--- src/rtl/ip_tile_shifter_sequencer_pkg.sv ---
// Shared types and CSR field positions for the shifter-tile sequencer.
package ip_tile_seq_pkg;

    typedef enum logic [2:0] {
        ST_IDLE      = 3'd0,
        ST_LOAD      = 3'd1,
        ST_WAIT_ACK  = 3'd2,
        ST_WAIT_DONE = 3'd3,
        ST_RESP      = 3'd4
    } state_t;

    localparam int CSR_START_BIT = 15;
    localparam int CSR_OP_MSB    = 11;
    localparam int CSR_OP_LSB    = 8;
    localparam int CSR_SHAMT_MSB = 4;
    localparam int CSR_SHAMT_LSB = 0;
    localparam int CSR_DONE_BIT  = 0;
    localparam int CSR_ERR_BIT   = 1;

    // Command word seen by the tile; unused bits stay zero.
    function automatic logic [15:0] csr_cmd(input logic start, input logic [3:0] op,
                                            input logic [4:0] shamt);
        logic [15:0] v;
        v = 16'h0000;
        v[CSR_START_BIT] = start;
        v[CSR_OP_MSB:CSR_OP_LSB] = op;
        v[CSR_SHAMT_MSB:CSR_SHAMT_LSB] = shamt;
        return v;
    endfunction

endpackage

--- src/rtl/ip_tile_rr_arbiter.sv ---
// Round-robin pick: first asserted request at or after ptr, wrapping modulo NUM_REQ.
module ip_tile_rr_arbiter #(
    parameter int NUM_REQ = 2,
    parameter int IDX_W   = (NUM_REQ > 1) ? $clog2(NUM_REQ) : 1
) (
    input  logic [NUM_REQ-1:0] req,
    input  logic [IDX_W-1:0]   ptr,
    output logic [NUM_REQ-1:0] grant,
    output logic [IDX_W-1:0]   grant_idx
);

    logic [IDX_W:0]   sum_s;
    logic [IDX_W-1:0] idx_s;
    logic             found_s;

    // Scan requesters starting at ptr; the sum is one bit wider so the wrap is explicit.
    always_comb begin
        grant     = '0;
        grant_idx = '0;
        found_s   = 1'b0;
        sum_s     = '0;
        idx_s     = '0;
        for (int k = 0; k < NUM_REQ; k++) begin
            sum_s = {1'b0, ptr} + (IDX_W+1)'(k);
            if (sum_s >= (IDX_W+1)'(NUM_REQ)) begin
                sum_s = sum_s - (IDX_W+1)'(NUM_REQ);
            end else begin
                sum_s = sum_s;
            end
            idx_s = sum_s[IDX_W-1:0];
            if (!found_s && req[idx_s]) begin
                grant[idx_s] = 1'b1;
                grant_idx    = idx_s;
                found_s      = 1'b1;
            end else begin
                found_s = found_s;
            end
        end
    end

endmodule

--- src/rtl/ip_tile_shifter_sequencer.sv ---
// Shares one shifter IP tile between NUM_REQ requesters: arbitrate, program the
// tile, wait for done (with watchdog) and return the result to the owner.
module ip_tile_shifter_sequencer
    import ip_tile_seq_pkg::*;
#(
    parameter int NUM_REQ     = 2,
    parameter int REG_WIDTH   = 32,
    parameter int CSR_WIDTH   = 16,
    parameter int TIMEOUT_CYC = 255
) (
    input  logic                           clk,
    input  logic                           arst,
    input  logic [NUM_REQ-1:0]             req_valid,
    output logic [NUM_REQ-1:0]             req_ready,
    input  logic [NUM_REQ*4-1:0]           req_op,
    input  logic [NUM_REQ*5-1:0]           req_shamt,
    input  logic [NUM_REQ*REG_WIDTH-1:0]   req_a,
    input  logic [NUM_REQ*REG_WIDTH-1:0]   req_b,
    output logic [NUM_REQ-1:0]             rsp_valid,
    output logic [REG_WIDTH-1:0]           rsp_data,
    output logic                           rsp_err,
    output logic                           busy,
    output logic [CSR_WIDTH-1:0]           tile_csr_in,
    input  logic                           tile_csr_in_re,
    output logic [REG_WIDTH-1:0]           tile_data_reg_a,
    output logic [REG_WIDTH-1:0]           tile_data_reg_b,
    input  logic [CSR_WIDTH-1:0]           tile_csr_out,
    input  logic                           tile_csr_out_we,
    input  logic [REG_WIDTH-1:0]           tile_data_reg_c
);

    localparam int         IDX_W       = (NUM_REQ > 1) ? $clog2(NUM_REQ) : 1;
    localparam logic [7:0] TIMEOUT_LIM = 8'(TIMEOUT_CYC);

    state_t                 state_r;
    logic [IDX_W-1:0]       owner_r;
    logic [IDX_W-1:0]       rr_ptr_r;
    logic [7:0]             cnt_r;
    logic [CSR_WIDTH-1:0]   csr_r;
    logic [REG_WIDTH-1:0]   a_r;
    logic [REG_WIDTH-1:0]   b_r;
    logic [NUM_REQ-1:0]     rsp_valid_r;
    logic [REG_WIDTH-1:0]   rsp_data_r;
    logic                   rsp_err_r;
    logic                   busy_r;

    logic [NUM_REQ-1:0]     grant_s;
    logic [IDX_W-1:0]       grant_idx_s;
    logic [NUM_REQ-1:0]     req_ready_s;
    logic [NUM_REQ-1:0]     owner_onehot_s;
    logic [IDX_W-1:0]       ptr_next_s;
    logic                   done_s;
    logic                   timeout_s;
    logic                   finish_s;
    logic                   abort_s;
    logic                   ack_s;

    logic [3:0]             op_arr_s    [NUM_REQ];
    logic [4:0]             shamt_arr_s [NUM_REQ];
    logic [REG_WIDTH-1:0]   a_arr_s     [NUM_REQ];
    logic [REG_WIDTH-1:0]   b_arr_s     [NUM_REQ];

    for (genvar i = 0; i < NUM_REQ; i++) begin : g_unpack
        assign op_arr_s[i]    = req_op[i*4 +: 4];
        assign shamt_arr_s[i] = req_shamt[i*5 +: 5];
        assign a_arr_s[i]     = req_a[i*REG_WIDTH +: REG_WIDTH];
        assign b_arr_s[i]     = req_b[i*REG_WIDTH +: REG_WIDTH];
    end

    ip_tile_rr_arbiter #(
        .NUM_REQ (NUM_REQ),
        .IDX_W   (IDX_W)
    ) u_arb (
        .req       (req_valid),
        .ptr       (rr_ptr_r),
        .grant     (grant_s),
        .grant_idx (grant_idx_s)
    );

    // Grant is only offered while idle; it is the one combinational output.
    assign req_ready_s = (state_r == ST_IDLE) ? grant_s : '0;
    assign done_s      = tile_csr_out_we & tile_csr_out[CSR_DONE_BIT];
    assign timeout_s   = (cnt_r >= TIMEOUT_LIM);

    // Owner one-hot and the next round-robin pointer after this owner.
    always_comb begin
        owner_onehot_s          = '0;
        owner_onehot_s[owner_r] = 1'b1;
        if (owner_r == IDX_W'(NUM_REQ-1)) begin
            ptr_next_s = '0;
        end else begin
            ptr_next_s = owner_r + IDX_W'(1);
        end
    end

    // Wait-state decode: a done report beats the watchdog; re+done together finishes at once.
    always_comb begin
        finish_s = 1'b0;
        abort_s  = 1'b0;
        ack_s    = 1'b0;
        case (state_r)
            ST_WAIT_ACK: begin
                finish_s = tile_csr_in_re & done_s;
                abort_s  = ~finish_s & timeout_s;
                ack_s    = tile_csr_in_re & ~finish_s & ~timeout_s;
            end
            ST_WAIT_DONE: begin
                finish_s = done_s;
                abort_s  = ~done_s & timeout_s;
                ack_s    = 1'b0;
            end
            default: begin
                finish_s = 1'b0;
                abort_s  = 1'b0;
                ack_s    = 1'b0;
            end
        endcase
    end

    // Sequencer FSM with command/operand latches, watchdog and response registers.
    always_ff @(posedge clk or posedge arst) begin
        if (arst) begin
            state_r     <= ST_IDLE;
            owner_r     <= '0;
            rr_ptr_r    <= '0;
            cnt_r       <= 8'd0;
            csr_r       <= '0;
            a_r         <= '0;
            b_r         <= '0;
            rsp_valid_r <= '0;
            rsp_data_r  <= '0;
            rsp_err_r   <= 1'b0;
            busy_r      <= 1'b0;
        end else begin
            case (state_r)
                ST_IDLE: begin
                    if (|req_ready_s) begin
                        owner_r <= grant_idx_s;
                        a_r     <= a_arr_s[grant_idx_s];
                        b_r     <= b_arr_s[grant_idx_s];
                        csr_r   <= CSR_WIDTH'(csr_cmd(1'b1, op_arr_s[grant_idx_s],
                                                      shamt_arr_s[grant_idx_s]));
                        busy_r  <= 1'b1;
                        state_r <= ST_LOAD;
                    end else begin
                        state_r <= ST_IDLE;
                    end
                end
                ST_LOAD: begin
                    cnt_r   <= 8'd0;
                    state_r <= ST_WAIT_ACK;
                end
                ST_WAIT_ACK, ST_WAIT_DONE: begin
                    if (finish_s) begin
                        rsp_valid_r <= owner_onehot_s;
                        rsp_data_r  <= tile_data_reg_c;
                        rsp_err_r   <= tile_csr_out[CSR_ERR_BIT];
                        csr_r       <= '0;
                        state_r     <= ST_RESP;
                    end else if (abort_s) begin
                        rsp_valid_r <= owner_onehot_s;
                        rsp_data_r  <= '0;
                        rsp_err_r   <= 1'b1;
                        csr_r       <= '0;
                        state_r     <= ST_RESP;
                    end else begin
                        cnt_r <= cnt_r + 8'd1;
                        if (ack_s) begin
                            csr_r[CSR_START_BIT] <= 1'b0;
                            state_r              <= ST_WAIT_DONE;
                        end else begin
                            state_r <= state_r;
                        end
                    end
                end
                ST_RESP: begin
                    rsp_valid_r <= '0;
                    rsp_data_r  <= '0;
                    rsp_err_r   <= 1'b0;
                    busy_r      <= 1'b0;
                    rr_ptr_r    <= ptr_next_s;
                    state_r     <= ST_IDLE;
                end
                default: begin
                    state_r <= ST_IDLE;
                end
            endcase
        end
    end

    assign req_ready       = req_ready_s;
    assign rsp_valid       = rsp_valid_r;
    assign rsp_data        = rsp_data_r;
    assign rsp_err         = rsp_err_r;
    assign busy            = busy_r;
    assign tile_csr_in     = csr_r;
    assign tile_data_reg_a = a_r;
    assign tile_data_reg_b = b_r;

endmodule

--- config.mk ---
export PLATFORM = sky130hd
export DESIGN_NAME = ip_tile_shifter_sequencer
export DESIGN_NICKNAME = d
export VERILOG_FILES = /design/src/rtl/ip_tile_shifter_sequencer_pkg.sv /design/src/rtl/ip_tile_rr_arbiter.sv /design/src/rtl/ip_tile_shifter_sequencer.sv
export SDC_FILE = /design/constraint.sdc
export NUM_CORES = 1
export LEC_CHECK = 0
export CAP_MARGIN = 40
export CORE_MARGIN = 5
export CORE_UTILIZATION = 28
export DETAILED_ROUTE_END_ITERATION = 7
export PLACE_DENSITY = 0.7
export REMOVE_ABC_BUFFERS = 1
export SLEW_MARGIN = 20
export SYNTH_ARGS = -nofsm -noshare
export SYNTH_HDL_FRONTEND = slang
export SYNTH_SLANG_ARGS = --single-unit
--- constraint.sdc ---
create_clock -name clk -period 8.4 [get_ports clk]
set_clock_uncertainty 0.05 [all_clocks]
set_input_delay 1.26 -clock clk [delete_from_list [all_inputs] [get_ports clk]]
set_output_delay 1.26 -clock clk [all_outputs]
set_load 0.02 [all_outputs]
==> impl_metrics.py <==
metrics = {
    "placement": {
        "placed_cell_area_sq_um": 8671,
        "hpwlAfterDp_mm": 12.83,
        "gp_congestion": 0.7556,
        "portBuffers": 297,
    },
    "floorplanning": {
        "dieArea_sq_um": 22260,
        "initial_core_util": 0.2815,
        "coreArea_sq_um": 19270,
        "rows": 51,
        "io-pin-count": 318,
        "die_w_um": 149.2,
        "fp.dieH_um": 149.2,
    },
    "critical_path": {
        "startpoint_type": "input port",
        "cp-end-kind": "primary output",
        "critPathCapture": "req_ready[1]",
        "cp.arrival_ps": 3180,
        "reg2reg_from": "state_r[0]$_DFFE_PP0P_",
        "timing.rr.end": "rsp_data[9]$_DFFE_PP0P_",
        "worst_r2r_path_depth": 6,
        "crit_family": "buffers and inverters",
        "crit_required_ps": 7090,
        "path_buf_inv": 3,
        "crit_top_cell": "clkdlybuf4s50_1",
        "crit_start": "req_valid[0]",
        "max_stage_delay_ps": 600,
        "crit_chain": "clkdlybuf4s50_1 -> inv_1 -> o21ai_4 -> nor4_1 -> clkdlybuf4s50_1",
        "critical_path_depth": 5,
        "cpMaxStageDelayCell": "clkdlybuf4s50_1",
        "path_class": "input port to primary output",
        "r2r_slack_ps": 6180,
        "worstPathMaxFanout": 11,
    },
    "clock_tree": {
        "cts_tree": "yes",
        "clk_latency_ps": 410,
        "cts_root_buf": "clkbuf_16",
        "cts.path.max_buffers": 2,
        "cts.clk_slew.worst_paths_ps": 50,
        "cts_sinks": 123,
        "cts-buffers-inserted": 17,
        "cts_setup_buffers": 0,
        "hold_buffers": 0,
        "post_cts_resized": 0,
        "htreeDepth": 4,
    },
    "cells_and_area": {
        "nNetsFinal": 990,
        "area_growth_pct": 71.40,
        "drive_above_1_share": 0.05993,
        "final_area_sq_um": 9299,
        "num_antenna_cells": 0,
    },
    "detailed_routing": {
        "ant_nets": 0,
        "vias": 4705,
        "drcViolationCount": 0,
        "dr.pass1.iters": 4,
        "routed_wl_mm": 16.96,
        "wire_per_inst_um": 15.91,
        "post_drt_via_cell_ratio": 4.414,
        "dr.first_iter.drc_count": 176,
    },
    "yosys": {
        "synth-seq-cells": 123,
        "synth_area_per_cell_sq_um": 10.94,
        "synth_edf_count": 0,
        "synth_area_sq_um": 5425,
        "synth_warnings": 0,
        "synth_seq_area_share": 0.5673,
        "synthCells": 496,
        "synth_flop_cell": "dfrtp_1",
        "async_flop_share": 1.000,
        "synth.distinct_cells": 38,
    },
    "grt": {
        "grt_use_total": 0.1511,
        "grt_antenna_before_repair": 0,
        "grt_start_max_net_pins": 82,
        "overflow": 0,
        "grt_pass1_vias": 4828,
        "grt_pass1_wl_mm": 26.19,
    },
    "run": {
        "max_cap_violations": 0,
    },
    "timing": {
        "max_freq_ghz": 0.2227,
        "worst_pin_slew_ps": 718.0,
        "fin_crit_sh": 0.5346,
        "hold_viol": 0,
        "slew_headroom": 0.5213,
        "timing.final.crit_period_ps": 4491,
        "drv_slew": 0,
        "grt_setup_unrepaired": "false",
        "holdWs_ps": 423.6,
        "final.setup.tns_ps": 0,
        "setup_viol": 0,
    },
    "pwr": {
        "power_density_nw_per_um2": 345.4,
        "vdd_drop_max_mv": 0.1639,
        "leakage_nw": 4.218,
    },
    "worst_hold_path": {
        "hold_depth": 2,
        "hp-class": "flop to flop",
    },
    "status": {
        "status": "finished, final reports clean",
    },
}
routing by layer:
metal	global-route usage	share of wire	routed length, um	up-vias
met5	0	0	0	-
met1	0.1730	0.40	6705	2142
met4	0.04622	0.014	238	0
met3	0.06928	0.11	1861	16
li1	-	-	-	2337
met2	0.2532	0.48	8159	210
power breakdown:
part           switching (mW)  internal (mW)  total, mW
logic                   0.773          0.707       1.48
clock network           0.266          0.442      0.708
registers               0.160          0.863       1.02
total                    1.20           2.01       3.21
area by class of cell:
cell class / instances / area [sq um]
multi-input cells: 333 / 2167
fillers: 1810 / 9972
inverters: 6 / 25.02
clock inverters: 11 / 121.4
repair buffers: 308 / 3129
clock buffers: 20 / 446.7
flip-flops and latches: 123 / 3078
well taps: 265 / 331.6
synth_stat cells (all sizes together) (3+ instances only):
master	number	area share
a22o	32	0.052
nand4	3	0.0035
dfrtp	123	0.57
a21oi	8	0.0074
nor3	7	0.0083
nand2	86	0.060
nand3	3	0.0028
and3	3	0.0035
o21ai	75	0.069
o22ai	10	0.012
inv	6	0.0042
nor2	8	0.0060
clkbuf	12	0.0083
mux2i	74	0.14
buf	27	0.030
sequential cells by signal (all words and copies together), names as in the netlist:
| name | count |
|---|---|
| state_r | 3 |
| cnt_r | 8 |
| owner_r | 1 |
| rsp_data | 32 |
| rsp_valid | 2 |
| tile_data_reg_a | 32 |
| tile_csr_in | 10 |
| busy | 1 |
| rr_ptr_r | 1 |
| tile_data_reg_b | 32 |
| rsp_err | 1 |
worst register-to-register path: cells and delay by family, from the launching register on:
family                 cells  cell delay (ps)
AOI/OAI and AO/OA          2              480
buffers and inverters      2              540
DFF                        1              500
and+or+nand+nor            2              590
worst min path at each step:
| stage | startpoint | end |
|---|---|---|
| 6_report | tile_data_reg_b[13]$_DFFE_PP0P_ | tile_data_reg_b[13]$_DFFE_PP0P_ |
| 3_5_place_dp | tile_data_reg_a[5]$_DFFE_PP0P_ | tile_data_reg_a[5]$_DFFE_PP0P_ |
| 5_1_grt | tile_data_reg_a[17]$_DFFE_PP0P_ | tile_data_reg_a[17]$_DFFE_PP0P_ |
| 3_3_place_gp | tile_data_reg_b[5]$_DFFE_PP0P_ | tile_data_reg_b[5]$_DFFE_PP0P_ |
| 4_1_cts | tile_data_reg_b[13]$_DFFE_PP0P_ | tile_data_reg_b[13]$_DFFE_PP0P_ |
| 2_1_floorplan | owner_r$_DFFE_PP0P_ | rr_ptr_r$_DFFE_PP0P_ |
layout by cell type (no fill, tap or decap), types with 4 or more instances in the layout:
cell,netlist,routed
nand2_1,86,86
nor3_1,5,5
o21ai_0,64,64
o22ai_1,10,10
o21ai_1,11,9
inv_1,6,5
clkbuf_16,0,17
buf_4,8,5
clkinv_2,0,4
dfrtp_1,123,123
clkdlybuf4s50_1,0,297
conb_1,1,6
mux2i_1,74,74
a22o_1,32,32
nor2_1,7,7
a21oi_1,8,8
logic make-up after synthesis:
logic type      synth area share
xor+xnor                0.001615
compound gates            0.1575
buf+inv                  0.04197
mux                       0.1365
flops                     0.5673
other cells            0.0006912
fa+ha+maj               0.002306
simple gates             0.09203
metrics by stage:
stage / power, mW / instances / utilization / worst slack [ps]
floorplan: 1.803 / 462 / - / 367.1
global placement: 2.495 / 1029 / 0.4469 / 3508
detailed placement: 2.524 / 1032 / 0.4499 / 3860
CTS: 3.252 / 1063 / 0.4794 / 3853
global route: 3.416 / 1066 / 0.4825 / 3728
finish: 3.212 / 1066 / 0.4825 / 3909
Power figures use the tool's default switching activity.
